File: src/rtl/keypad_pkg.sv
// Shared keypad definitions: key codes, operator encodings and parser states.
package keypad_pkg;

  localparam int unsigned KP_MAX_DIGITS = 4;
  localparam int unsigned KP_OPW        = 14;

  localparam logic [7:0] KEY_DIGIT_MAX = 8'h09;
  localparam logic [7:0] KEY_ADD       = 8'hF1;
  localparam logic [7:0] KEY_SUB       = 8'hF2;
  localparam logic [7:0] KEY_MUL       = 8'hF3;
  localparam logic [7:0] KEY_DIV       = 8'hF4;
  localparam logic [7:0] KEY_EQU       = 8'hF5;
  localparam logic [7:0] KEY_CLEAR     = 8'hF6;
  localparam logic [7:0] KEY_NONE      = 8'hFF;

  typedef enum logic [2:0] {
    OP_NONE = 3'd0,
    OP_ADD  = 3'd1,
    OP_SUB  = 3'd2,
    OP_MUL  = 3'd3,
    OP_DIV  = 3'd4
  } op_e;

  typedef enum logic [1:0] {
    S_A    = 2'd0,
    S_B    = 2'd1,
    S_DONE = 2'd2
  } state_e;

  // Digit keys occupy 0x00..0x09.
  function automatic logic is_digit_key(input logic [7:0] code);
    return code <= KEY_DIGIT_MAX;
  endfunction

  // Arithmetic operator keys occupy 0xF1..0xF4; the low bits are the op encoding.
  function automatic logic is_op_key(input logic [7:0] code);
    return (code >= KEY_ADD) && (code <= KEY_DIV);
  endfunction

endpackage

File: src/rtl/key_digit_accum.sv
// Decimal digit accumulator: value <- value*10 + digit, limited to MAX_DIGITS digits.
module key_digit_accum #(
  parameter int unsigned MAX_DIGITS = 4,
  parameter int unsigned OPW        = 14,
  parameter int unsigned CNTW       = $clog2(MAX_DIGITS + 1)
) (
  input  logic            clk,
  input  logic            rst,
  input  logic            clr,
  input  logic            digit_en,
  input  logic [3:0]      digit,
  output logic [OPW-1:0]  value,
  output logic [CNTW-1:0] count,
  output logic            overflow
);

  logic [OPW-1:0]  value_q, value_d;
  logic [CNTW-1:0] count_q, count_d;
  logic            room;

  assign room = count_q < CNTW'(MAX_DIGITS);

  // Next value: clear wins, otherwise shift in a digit while there is room.
  always_comb begin
    value_d = value_q;
    count_d = count_q;
    if (clr) begin
      value_d = '0;
      count_d = '0;
    end else if (digit_en && room) begin
      value_d = (value_q << 3) + (value_q << 1) + OPW'(digit);
      count_d = count_q + CNTW'(1);
    end
  end

  // Accumulator and digit-count registers.
  always_ff @(posedge clk) begin
    if (rst) begin
      value_q <= '0;
      count_q <= '0;
    end else begin
      value_q <= value_d;
      count_q <= count_d;
    end
  end

  assign value    = value_q;
  assign count    = count_q;
  assign overflow = digit_en & ~clr & ~room;

endmodule

File: src/rtl/key_entry_parser.sv
// Turns keypad events into {A, op, B} calculator commands with a valid/ready handshake.
module key_entry_parser
  import keypad_pkg::*;
#(
  parameter int unsigned MAX_DIGITS = KP_MAX_DIGITS,
  parameter int unsigned OPW        = KP_OPW
) (
  input  logic           clk,
  input  logic           rst,
  input  logic [7:0]     key_code,
  input  logic           key_pressed,
  input  logic           cmd_ready,
  output logic           cmd_valid,
  output logic [OPW-1:0] operand_a,
  output logic [OPW-1:0] operand_b,
  output logic [2:0]     op,
  output logic [OPW-1:0] display_value,
  output logic           err
);

  localparam int unsigned CNTW = $clog2(MAX_DIGITS + 1);

  state_e          state_q, state_d;
  op_e             op_q, op_d;
  logic            err_q, err_d;
  logic            press_q;

  logic            key_ev;
  logic            ev_digit, ev_op, ev_equ, ev_clear;
  logic            clr_acc, en_a, en_b;
  logic [OPW-1:0]  val_a, val_b;
  logic [CNTW-1:0] cnt_a, cnt_b;
  logic            ovf_a, ovf_b;

  assign key_ev   = key_pressed & ~press_q;
  assign ev_digit = key_ev & is_digit_key(key_code);
  assign ev_op    = key_ev & is_op_key(key_code);
  assign ev_equ   = key_ev & (key_code == KEY_EQU);
  assign ev_clear = key_ev & (key_code == KEY_CLEAR);

  key_digit_accum #(
    .MAX_DIGITS(MAX_DIGITS),
    .OPW       (OPW),
    .CNTW      (CNTW)
  ) u_accum_a (
    .clk     (clk),
    .rst     (rst),
    .clr     (clr_acc),
    .digit_en(en_a),
    .digit   (key_code[3:0]),
    .value   (val_a),
    .count   (cnt_a),
    .overflow(ovf_a)
  );

  key_digit_accum #(
    .MAX_DIGITS(MAX_DIGITS),
    .OPW       (OPW),
    .CNTW      (CNTW)
  ) u_accum_b (
    .clk     (clk),
    .rst     (rst),
    .clr     (clr_acc),
    .digit_en(en_b),
    .digit   (key_code[3:0]),
    .value   (val_b),
    .count   (cnt_b),
    .overflow(ovf_b)
  );

  // State, operator, error and press-edge registers.
  always_ff @(posedge clk) begin
    if (rst) begin
      state_q <= S_A;
      op_q    <= OP_NONE;
      err_q   <= 1'b0;
      press_q <= 1'b0;
    end else begin
      state_q <= state_d;
      op_q    <= op_d;
      err_q   <= err_d;
      press_q <= key_pressed;
    end
  end

  // Entry FSM: digit routing, operator latch, EQU/CLEAR handling and command acceptance.
  always_comb begin
    state_d = state_q;
    op_d    = op_q;
    err_d   = err_q;
    clr_acc = 1'b0;
    en_a    = 1'b0;
    en_b    = 1'b0;
    unique case (state_q)
      S_A: begin
        if (ev_digit) begin
          en_a = 1'b1;
        end else if (ev_op) begin
          op_d    = op_e'(key_code[2:0]);
          state_d = S_B;
        end else if (ev_clear) begin
          clr_acc = 1'b1;
          op_d    = OP_NONE;
          err_d   = 1'b0;
        end
      end
      S_B: begin
        if (ev_digit) begin
          en_b = 1'b1;
        end else if (ev_op) begin
          if (cnt_b == '0) op_d = op_e'(key_code[2:0]);
        end else if (ev_equ) begin
          if ((op_q == OP_DIV) && (val_b == '0)) begin
            err_d   = 1'b1;
            clr_acc = 1'b1;
            op_d    = OP_NONE;
            state_d = S_A;
          end else begin
            state_d = S_DONE;
          end
        end else if (ev_clear) begin
          clr_acc = 1'b1;
          op_d    = OP_NONE;
          err_d   = 1'b0;
          state_d = S_A;
        end
      end
      S_DONE: begin
        // Key events are ignored while a command is pending.
        if (cmd_ready) begin
          clr_acc = 1'b1;
          op_d    = OP_NONE;
          state_d = S_A;
        end
      end
      default: begin
        state_d = S_A;
      end
    endcase
    if (ovf_a || ovf_b) err_d = 1'b1;
  end

  // Live value for the display: B once it has digits, otherwise A.
  always_comb begin
    display_value = val_a;
    unique case (state_q)
      S_A:     display_value = val_a;
      S_B:     display_value = (cnt_b != '0) ? val_b : val_a;
      S_DONE:  display_value = val_b;
      default: display_value = val_a;
    endcase
  end

  assign cmd_valid = (state_q == S_DONE);
  assign operand_a = val_a;
  assign operand_b = val_b;
  assign op        = op_q;
  assign err       = err_q;

endmodule

File: config.mk
export PLATFORM = sky130hd
export DESIGN_NAME = key_entry_parser
export DESIGN_NICKNAME = d
export VERILOG_FILES = /design/src/rtl/keypad_pkg.sv /design/src/rtl/key_digit_accum.sv /design/src/rtl/key_entry_parser.sv
export SDC_FILE = /design/constraint.sdc
export NUM_CORES = 1
export LEC_CHECK = 0
export ABC_CLOCK_PERIOD_IN_PS = 2390
export CORE_UTILIZATION = 48
export DETAILED_ROUTE_END_ITERATION = 10
export PLACE_DENSITY_LB_ADDON = 0.12
export SYNTH_ARGS = -nofsm -noshare
export SYNTH_HDL_FRONTEND = slang
export SYNTH_SLANG_ARGS = --single-unit
File: constraint.sdc
create_clock -name clk -period 2.39 [get_ports clk]
set_input_delay 0.239 -clock clk [delete_from_list [all_inputs] [get_ports clk]]
set_output_delay 0.239 -clock clk [all_outputs]
set_load 0.005 [all_outputs]
==> flow_summary.yaml <==
die:
  start_util: 0.510
  die_w_um: 85.1
  rows: 29
  pin_count: 59
  fp.coreArea_um2: 6490
  design.die.area_um2: 7240
  die_y_um: 85.1
cts:
  ctsHoldBuffers: 0
  cts_tree: "yes"
  ctsHtreeMaxLevel: 2
  cts_root_buf: "clkbuf_8"
  cts_num_sinks: 41
  clkTransAtPathRegs_ps: 80
  numCtsBuffers: 5
  clockBufferDepth: 2
  insertion_delay_ps: 300
cells_and_area:
  finalNetCount: 574
  nFillCells: 506
  antennaDiodeCount: 0
  fin_cells: 585
  area_growth_syn_to_layout_pct: 42.3
  final_core_util: 0.726
  layout-drive-gt1-share: 0.230
placement:
  dpl.cell_count: 572
  dpl_worst_slack_ps: -678
  portBuffers: 58
  gp_congestion: 0.923
  hpwl_um: 7270
routing:
  wl_um: 9510
  vias: 3373
  drtIter0Drc: 136
  drt-pass1-iter-count: 4
  drc: 0
  routedWlPerCell_um: 16.3
  routed_via_density: 5.77
  antenna_left: 0
timing:
  slew-limit-headroom: 0.722
  hold_viol: 0
  fin_ws_ps: 20.2
  fin_skew_ps: 12.6
  maxSlewViolCount: 0
  setup_tns_ps: 0
  period_needed_ps: 2370
  grt_setup_unrepaired: "yes"
  setup_viol: 0
  worstMarginPinSlew_ps: 418
  max_freq_ghz: 0.422
  timing.final.crit_share: 0.992
worst_setup_path:
  cp-end-kind: "flop"
  crit_required_ps: 2570
  cp.arrival_ps: 2550
  reg2reg_slack_ps: 20
  critical_path.max_fanout: 3
  path_class: "flop to flop"
  worstSetupStartpointType: "flop"
run:
  cap_violations: 0
synth:
  syn_avg_cell_area_um2: 8.35
  synth-seq-cells: 41
  netlist_area_um2: 3310
  syn-num-nets: 464
  async_flop_share: 0
  synth_cell_types: 53
  synthCells: 397
  yosysTopAreaCell: "dfxtp_1"
  yosys-top-cells-area: "dfxtp_1 25%, ha_1 19%, a21oi_1 6.2%, nand2_1 5.3%, a22o_1 4.8%"
  synth.most_common_cell: "ha_1"
  yosysTopAreaCellShare: 0.248
  ys_warn_count: 0
  synth_common_cells: "51 x ha_1, 47 x nand2_1, 41 x a21oi_1, 41 x dfxtp_1, 27 x nor2_1"
  synth_ff_type: "dfxtp_1"
  ys_seq_area_frac: 0.248
  synth-edff-count: 0
global_route:
  overflow: 0
  grt_max_degree: 35
  track_usage: 0.268
  grt_pass1_vias: 3149
  grt_pass1_wl_um: 15300
  antenna_found_initial: 0
pwr:
  ir_drop_v: 0.000208
  power_mw: 1.25
  p_per_area_nw_per_um2: 265
  power_leakage_nw: 1.96
status:
  outcome: "finished clean"
min_path:
  hp-class: "flop to flop"
-- power breakdown --
| part | leakage [nW] | switching [mW] | total, mW | internal, mW |
|---|---|---|---|---|
| logic | 1.58 | 0.0568 | 0.111 | 0.0544 |
| registers | 0.335 | 0.00233 | 0.685 | 0.683 |
| clock network | 0.0450 | 0.250 | 0.452 | 0.203 |
| total | 1.96 | 0.309 | 1.25 | 0.940 |
-- registers in the layout, indices dropped and copies added, names as in the netlist --
signal	cells
u_accum_b.count	3
press_q	1
err	1
u_accum_b.value	14
u_accum_a.count	3
state_q	2
u_accum_a.value	14
op	3
-- per-stage QoR --
stage	hold WS (ps)	area [um2]
floorplan	364	3330
global placement	448	4360
detailed placement	457	4360
CTS	469	4510
global route	497	4710
finish	470	4710
-- logic make-up (layout without fill, tap and decap cells) --
logic type | after synthesis | count (layout) | synth area share
adders and majority gates | 55 | 55 | 0.217
buffers and inverters | 29 | 140 | 0.0415
xor gates and xnor gates | 17 | 17 | 0.0449
DFF | 41 | 41 | 0.248
muxes | 1 | 1 | 0.00302
AOI/OAI and AO/OA | 123 | 123 | 0.247
and+or+nand+nor | 131 | 131 | 0.199
-- critical path, stage by stage (launching register included) --
cell and delay (ps):
dfxtp_1 320, ha_1 320, ha_4 190, fa_2 390, a211oi_2 280, o21ai_1 140, a21oi_2 200, nor3_2 50
o31ai_1 260, a21oi_1 110
-- placed cells by master, fill, tap and decap left out, types with 4 or more instances in the layout --
cell / count
nor2b_1: 6
nor4_1: 5
a31oi_1: 6
buf_4: 58
ha_4: 9
inv_1: 12
nor2_1: 26
a21o_1: 4
nand3b_1: 4
nand2_1: 47
nand3_1: 5
a21oi_2: 4
xnor2_1: 13
and3_1: 4
ha_1: 40
dfxtp_1: 33
a21oi_1: 37
o21ai_0: 11
clkbuf_8: 5
or3_1: 5
clkdlybuf4s50_1: 55
o21bai_1: 4
o21ai_1: 5
a22o_1: 18
nand4_1: 4
dfxtp_2: 6
a211oi_1: 10
nor3_1: 8
-- layout make-up --
type	count	area (um2)	share of cell area
clock inverters	2	10.0	0.00212
inverters	14	52.6	0.0111
repair buffers	118	1050	0.223
multi-input cells	327	2590	0.550
flip-flops and latches	41	836	0.177
clock buffers	6	72.6	0.0154
well taps	77	96.3	0.0204
-- metal layers --
layer | up-vias | share of wire | track usage
met5 | - | 0 | 0
met4 | 0 | 0.018 | 0.0801
met3 | 12 | 0.028 | 0.0331
met2 | 60 | 0.47 | 0.442
met1 | 1608 | 0.48 | 0.368
li1 | 1693 | - | -
-- worst paths after layout --
check	from	to	cells after the start
worst min-delay path	u_accum_a.count[1]$_SDFFE_PP0P_	u_accum_a.count[1]$_SDFFE_PP0P_	2
worst max-delay path	u_accum_b.value[1]$_SDFFE_PP0P_	u_accum_b.value[12]$_SDFFE_PP0P_	9
worst min register to register	u_accum_a.count[1]$_SDFFE_PP0P_	u_accum_a.count[1]$_SDFFE_PP0P_	2
worst max register to register	u_accum_b.value[1]$_SDFFE_PP0P_	u_accum_b.value[12]$_SDFFE_PP0P_	9
-- repair_timing --
action                                  4_1_cts  5_1_grt
pin swaps                                    10       29
setup buffers                                 3        1
endpoints found under the setup margin       29       49
resized for setup                            18       41
gates cloned                                  1        0
(Power assumes the default switching activity.)
